`src/rtl/wb_pipeline_ram_slave_pkg.sv`:
```
// Shared Wishbone definitions for the pipelined RAM slave: bus width defaults
// and the response codes carried down the response pipe.
package wb_pipeline_ram_slave_pkg;

    localparam int WB_DATA_WIDTH_DEF = 32;
    localparam int WB_ADDR_WIDTH_DEF = 32;
    localparam int RESP_CODE_W       = 2;

    // Termination kind for one accepted request.
    typedef enum logic [RESP_CODE_W-1:0] {
        RESP_NONE = 2'd0,
        RESP_ACK  = 2'd1,
        RESP_ERR  = 2'd2
    } resp_code_e;

endpackage

```
`src/rtl/wb_resp_pipe.sv`:
```
// Fixed-latency response pipe: one {valid, code, data} entry per accepted
// request, shifted one stage per clock; flush empties every stage at the next edge.
module wb_resp_pipe
    import wb_pipeline_ram_slave_pkg::*;
#(
    parameter int READ_LATENCY = 2,
    parameter int DW           = 32
) (
    input  logic                   clk,
    input  logic                   rst_n,
    input  logic                   flush,
    input  logic                   in_vld,
    input  logic [RESP_CODE_W-1:0] in_code,
    input  logic [DW-1:0]          in_data,
    output logic                   out_vld,
    output logic [RESP_CODE_W-1:0] out_code,
    output logic [DW-1:0]          out_data
);

    logic [READ_LATENCY-1:0]                  vld_d,  vld_q;
    logic [READ_LATENCY-1:0][RESP_CODE_W-1:0] code_d, code_q;
    logic [READ_LATENCY-1:0][DW-1:0]          data_d, data_q;

    // Next-state: load stage 0 from the accept, shift the rest, or clear on flush.
    always_comb begin
        vld_d     = '0;
        code_d    = '0;
        data_d    = '0;
        if (!flush) begin
            vld_d[0]  = in_vld;
            code_d[0] = in_vld ? in_code : RESP_NONE;
            data_d[0] = in_vld ? in_data : '0;
            for (int i = 1; i < READ_LATENCY; i++) begin
                vld_d[i]  = vld_q[i-1];
                code_d[i] = code_q[i-1];
                data_d[i] = data_q[i-1];
            end
        end
    end

    // Pipe registers; reset drops every in-flight response immediately.
    always_ff @(posedge clk or negedge rst_n) begin
        if (!rst_n) begin
            vld_q  <= '0;
            code_q <= '0;
            data_q <= '0;
        end else begin
            vld_q  <= vld_d;
            code_q <= code_d;
            data_q <= data_d;
        end
    end

    assign out_vld  = vld_q[READ_LATENCY-1];
    assign out_code = code_q[READ_LATENCY-1];
    assign out_data = data_q[READ_LATENCY-1];

endmodule

```
`src/rtl/wb_pipeline_ram_slave.sv`:
```
// Wishbone B4 pipelined RAM slave: byte-laned word RAM, out-of-range error
// termination, fixed-latency in-order responses and an outstanding-request limit
// that drives stall.
module wb_pipeline_ram_slave
    import wb_pipeline_ram_slave_pkg::*;
#(
    parameter int WB_BUS_WIDTH    = WB_DATA_WIDTH_DEF,
    parameter int WB_ADDR_WIDTH   = WB_ADDR_WIDTH_DEF,
    parameter int DEPTH           = 64,
    parameter int READ_LATENCY    = 2,
    parameter int MAX_OUTSTANDING = 4
) (
    input  logic                      wb_clk_i,
    input  logic                      wb_reset_i,
    input  logic [WB_ADDR_WIDTH-1:0]  wb_addr_i,
    input  logic [WB_BUS_WIDTH-1:0]   wb_data_i,
    input  logic [WB_BUS_WIDTH/8-1:0] wb_sel_i,
    input  logic                      wb_cyc_i,
    input  logic                      wb_stb_i,
    input  logic                      wb_we_i,
    input  logic                      wb_lock_i,
    output logic [WB_BUS_WIDTH-1:0]   wb_data_o,
    output logic                      wb_ack_o,
    output logic                      wb_err_o,
    output logic                      wb_stall_o,
    output logic                      wb_rty_o
);

    localparam int IDX_W = $clog2(DEPTH);
    localparam int SEL_W = WB_BUS_WIDTH / 8;
    localparam int CNT_W = 4;
    localparam logic [CNT_W-1:0] CNT_MAX = CNT_W'(MAX_OUTSTANDING);

    logic [WB_BUS_WIDTH-1:0] mem_q [DEPTH];

    logic [IDX_W-1:0]        idx;
    logic                    in_range;
    logic                    accept;
    logic                    wr_en;
    resp_code_e              in_code;
    logic [WB_BUS_WIDTH-1:0] rd_data;
    logic                    pipe_vld;
    logic [RESP_CODE_W-1:0]  pipe_code;
    logic [WB_BUS_WIDTH-1:0] pipe_data;
    logic                    resp_now;
    logic [CNT_W-1:0]        cnt_d, cnt_q;
    logic                    unused_lock;

    // Lock has no meaning for a single-port RAM.
    assign unused_lock = wb_lock_i;

    assign idx      = wb_addr_i[IDX_W-1:0];
    assign in_range = (wb_addr_i >> IDX_W) == '0;

    // Responses only count while the cycle is alive; once cyc drops the
    // abandoned requests never terminate.
    assign resp_now   = pipe_vld & wb_cyc_i;
    // A response leaving this cycle frees a slot, so a full counter need not stall.
    assign wb_stall_o = wb_cyc_i & (cnt_q == CNT_MAX) & ~resp_now;
    assign accept     = wb_cyc_i & wb_stb_i & ~wb_stall_o;
    assign wr_en      = accept & wb_we_i & in_range;
    assign in_code    = in_range ? RESP_ACK : RESP_ERR;
    // Read data is captured into the pipe at the accept edge; writes and
    // errors carry zero so data_o stays clean for them.
    assign rd_data    = (accept & ~wb_we_i & in_range) ? mem_q[idx] : '0;

    wb_resp_pipe #(
        .READ_LATENCY (READ_LATENCY),
        .DW           (WB_BUS_WIDTH)
    ) u_resp_pipe (
        .clk      (wb_clk_i),
        .rst_n    (wb_reset_i),
        .flush    (~wb_cyc_i),
        .in_vld   (accept),
        .in_code  (in_code),
        .in_data  (rd_data),
        .out_vld  (pipe_vld),
        .out_code (pipe_code),
        .out_data (pipe_data)
    );

    assign wb_ack_o  = resp_now & (pipe_code == RESP_ACK);
    assign wb_err_o  = resp_now & (pipe_code == RESP_ERR);
    assign wb_data_o = wb_ack_o ? pipe_data : '0;
    assign wb_rty_o  = 1'b0;

    // Byte-laned RAM write; contents survive reset on purpose.
    always_ff @(posedge wb_clk_i) begin
        if (wr_en) begin
            for (int b = 0; b < SEL_W; b++) begin
                if (wb_sel_i[b]) mem_q[idx][b*8 +: 8] <= wb_data_i[b*8 +: 8];
            end
        end
    end

    // Outstanding count: up on accept, down on response, cleared when cyc drops.
    always_comb begin
        cnt_d = cnt_q;
        if (!wb_cyc_i)              cnt_d = '0;
        else if (accept && !resp_now) cnt_d = cnt_q + CNT_W'(1);
        else if (!accept && resp_now) cnt_d = cnt_q - CNT_W'(1);
    end

    // Counter register.
    always_ff @(posedge wb_clk_i or negedge wb_reset_i) begin
        if (!wb_reset_i) cnt_q <= '0;
        else             cnt_q <= cnt_d;
    end

endmodule

```
`config.mk`:
```
export PLATFORM = sky130hd
export DESIGN_NAME = wb_pipeline_ram_slave
export DESIGN_NICKNAME = d
export VERILOG_FILES = /design/src/rtl/wb_pipeline_ram_slave_pkg.sv /design/src/rtl/wb_resp_pipe.sv /design/src/rtl/wb_pipeline_ram_slave.sv
export SDC_FILE = /design/constraint.sdc
export NUM_CORES = 2
export LEC_CHECK = 0
export BUFFER_PORTS_ARGS = -buffer_cell sky130_fd_sc_hd__buf_2
export CORE_MARGIN = 2
export CORE_UTILIZATION = 46
export DETAILED_ROUTE_END_ITERATION = 8
export PLACE_DENSITY = 0.72
export SETUP_SLACK_MARGIN = 0.3
export SYNTH_ARGS = -nofsm -noshare
export SYNTH_HDL_FRONTEND = slang
export SYNTH_HIERARCHICAL = 1
export SYNTH_SLANG_ARGS = --single-unit
```
`constraint.sdc`:
```
create_clock -name wb_clk_i -period 2.9 [get_ports wb_clk_i]
set_clock_uncertainty 0.05 [all_clocks]
set_input_delay 0.435 -clock wb_clk_i [delete_from_list [all_inputs] [get_ports wb_clk_i]]
set_output_delay 0.435 -clock wb_clk_i [all_outputs]
set_load 0.05 [all_outputs]
```
==> metrics.cfg <==
[pwr]
p_int_w=0.0495
p_total_w=0.0636
power_frac_comb=0.060
p_leak_nw=33.2
power-per-cell-area_nw_per_um2=641
p_sw_frac=0.222
pwr-share-seq=0.528
peakVddDrop_mv=0.516
clkPwrFrac=0.412
switchingPower_w=0.0141

[route]
dr.pass1.iters=7
num_vias=52200
ant_nets=0
drc=0
vias_per_cell=6.47
drt-total-wl_mm=274
drt_first_iter_violations=9010
wl_per_cell_um=34.0

[logic_synthesis]
synth.distinct_cells=82
yosysTopAreaCellShare=0.742
synth_top_area_cell=edfxtp_1
synth_compound_area_frac=0.0785
synthTopCellsByArea=edfxtp_1 (74%), mux4_2 (4.5%), dfrtp_1 (2.2%), o22ai_1 (2.2%), mux2_2 (1.9%)
synth_warnings=6
synth_fa_ha_area_frac=0.000543
syn_area_per_cell_sq_um=17.6
post-synth-top-count-cell=edfxtp_1
ys_ff_latch=2122
synth_nets=4789
synthTopCellsByCount=edfxtp_1 (2048), nor2_1 (356), o22ai_1 (292), nand2_1 (191), mux4_2 (166)
synth_top_family_by_area=multiplexers
synthCells=4712
ys.flop_type=edfxtp_1
syn_area_sq_um=82900
synth_xor_area_frac=0.000317
synth_edf_count=2048
yosys.area_share.simple=0.0453
synthArstFlopShare=0.0349
yosys-mux-area-fraction=0.0842
synth-seq-area-share=0.764

[sta]
setup_viol=0
finalCritPeriodShare=0.914
rsz0062_at_grt=true
fmax_mhz=377
fin_ws_ps=251
maxSlewViolCount=0
min_period_ps=2650
worst_slew_pin_slew_ps=1260
relSlewSlack=0.162
fin_setup_tns_ps=0
hold_viol_final=0
whs_ps=40.5

[setup_path]
cp_max_fo=8
cp_cell_sequence=buf_6 -> nand2_4 -> nor3b_4 -> buf_6 -> buf_8 -> and2_4 -> buf_8
crit_buf_inv=4
slowest_stage=dfrtp_1
crit_arrival_ps=2160
worstSetupStartpointType=flip-flop
critical_path_class=reg -> out
required_ps=2410
reg2reg_slack_ps=320
end_kind=output port
critPathTopFamily=buffers and inverters
crit_path_max_incr_delay_ps=360

[clock_network]
clk_pin_slew_worst_paths_ps=60
tritoncts=built
root_buffer=clkbuf_16
cts_htree_levels=4
insertion_delay_ps=850
cts_made_buffers=204
cts.sinks=2122
cts_buffer_depth=3

[global_route]
antenna_found_initial=20
grt_overflow=0
grt_pass1_vias=50500
grt.total_usage=0.292
grt_max_degree=65
grt_pass1_wl_mm=380

[layout]
drive_gt1_frac=0.287
finish.utilization=0.555
nets=5594
area_growth_pct=19.6
fill_cells=13500

[die]
placementRows=155
design.die.area_sq_um=184000
core_sq_um=179000
start_util=0.464
die_w_um=429
io_pins=110
die_y_um=429

[run_status]
status=completed

[worst_hold_path]
hp-class=in -> reg

[placement]
hpwl_mm=182
gp_congestion=1.00
port_buffers=107
dp_slack_ps=-574

[flow_run]
maxCapViolations=0

[layer usage]
layer | part of all wire | GRT usage
met3 | 0.16 | 0.111
met4 | 0.060 | 0.148
met2 | 0.44 | 0.435
met5 | 0.00079 | 0
met1 | 0.34 | 0.376
[kinds of logic (layout without fill, tap and decap cells)]
kind of cell               count (synthesis)  count (layout)
AOI/OAI and AO/OA                        947             947
DFF                                     2122            2122
buffers and inverters                    369            1352
adders and majority gates                  3               3
muxes                                    461             461
xor gates and xnor gates                   3               3
and+or+nand+nor                          806             806
other                                      1              12
[flip-flops by register name (all words and copies together) (netlist names)]
register / cells
cnt_q: 4
mem_q: 2048
u_resp_pipe/code_q: 2
u_resp_pipe/data_q: 32
u_resp_pipe/out_code: 2
u_resp_pipe/out_data: 32
u_resp_pipe/vld_q: 2
[worst reg2reg max path, stage by stage (launching register included)]
cell and delay (ps):
dfrtp_1 400, or2_4 170, o311ai_4 110, buf_6 150
nor2_1 80, nand2_1 100, buf_12 190, buf_6 200
a2111oi_0 460, and4b_1 410, and3b_1 200
[metrics by stage]
stage          cells  cell area [sq um]
5_1_grt         8050              99100
4_1_cts         8043              98900
6_report        8061              99200
3_3_place_gp    7641              91600
2_1_floorplan   4712              82900
3_5_place_dp    7641              91600
[worst paths after layout]
kind	cells after the start	to	from
worst max-delay path	7	wb_data_o[3]	u_resp_pipe/vld_q[1]
worst min register to register	1	u_resp_pipe/out_data[19]	u_resp_pipe/data_q[19]
max in group asynchronous	3	u_resp_pipe/data_q[3]	wb_reset_i
min in group asynchronous	2	u_resp_pipe/out_data[25]	wb_reset_i
worst min-delay path	2	mem_q[2][8]	wb_data_i[8]
worst max register to register	10	u_resp_pipe/data_q[27]	cnt_q[1]
[area by class of cell]
type	instances	area [sq um]	area share
clock inverters	118	1100	0.0111
repair buffers	957	8550	0.0863
diodes	11	27.5	0.000278
inverters	11	45.0	0.000454
flip-flops and latches	2122	63400	0.639
multi-input cells	2221	17600	0.178
well taps	2355	2950	0.0297
clock buffers	266	5490	0.0554
[power groups by stage]
stage / Clock (W) / Combinational (W) / Sequential, W
3_5_place_dp: 0 / 0.00361 / 0.0342
4_1_cts: 0.0263 / 0.00365 / 0.0336
6_report: 0.0262 / 0.00379 / 0.0336
5_1_grt: 0.0275 / 0.00386 / 0.0336
2_1_floorplan: 0 / 0.00160 / 0.0343
3_3_place_gp: 0 / 0.00354 / 0.0342
[layout by cell type (no fill, tap or decap), types with 38 or more instances in the layout]
cell | synthesis | layout
clkinv_1 | 0 | 44
buf_8 | 3 | 39
nand2_1 | 191 | 189
clkinv_2 | 0 | 38
o221ai_1 | 157 | 157
clkbuf_1 | 69 | 49
mux2i_1 | 148 | 148
mux4_2 | 166 | 166
edfxtp_1 | 2048 | 2048
a21oi_1 | 123 | 122
dfrtp_1 | 74 | 74
o21ai_0 | 145 | 145
o22ai_1 | 292 | 292
nor2b_1 | 49 | 47
buf_12 | 5 | 87
buf_4 | 94 | 741
buf_2 | 137 | 69
mux2_2 | 140 | 140
clkbuf_16 | 0 | 209
nor2_1 | 356 | 356
[timing repair]
item | in CTS | in global routing
cloned | 7 | 3
gates resized for setup | 172 | 13
hold buffers | 6 | 0
pin swaps | 33 | 5
setup endpoints to repair | 1709 | 1601
hold endpoints to repair | 132 | 0
buffers inserted | 5 | 4
Power figures use the tool's default switching activity.
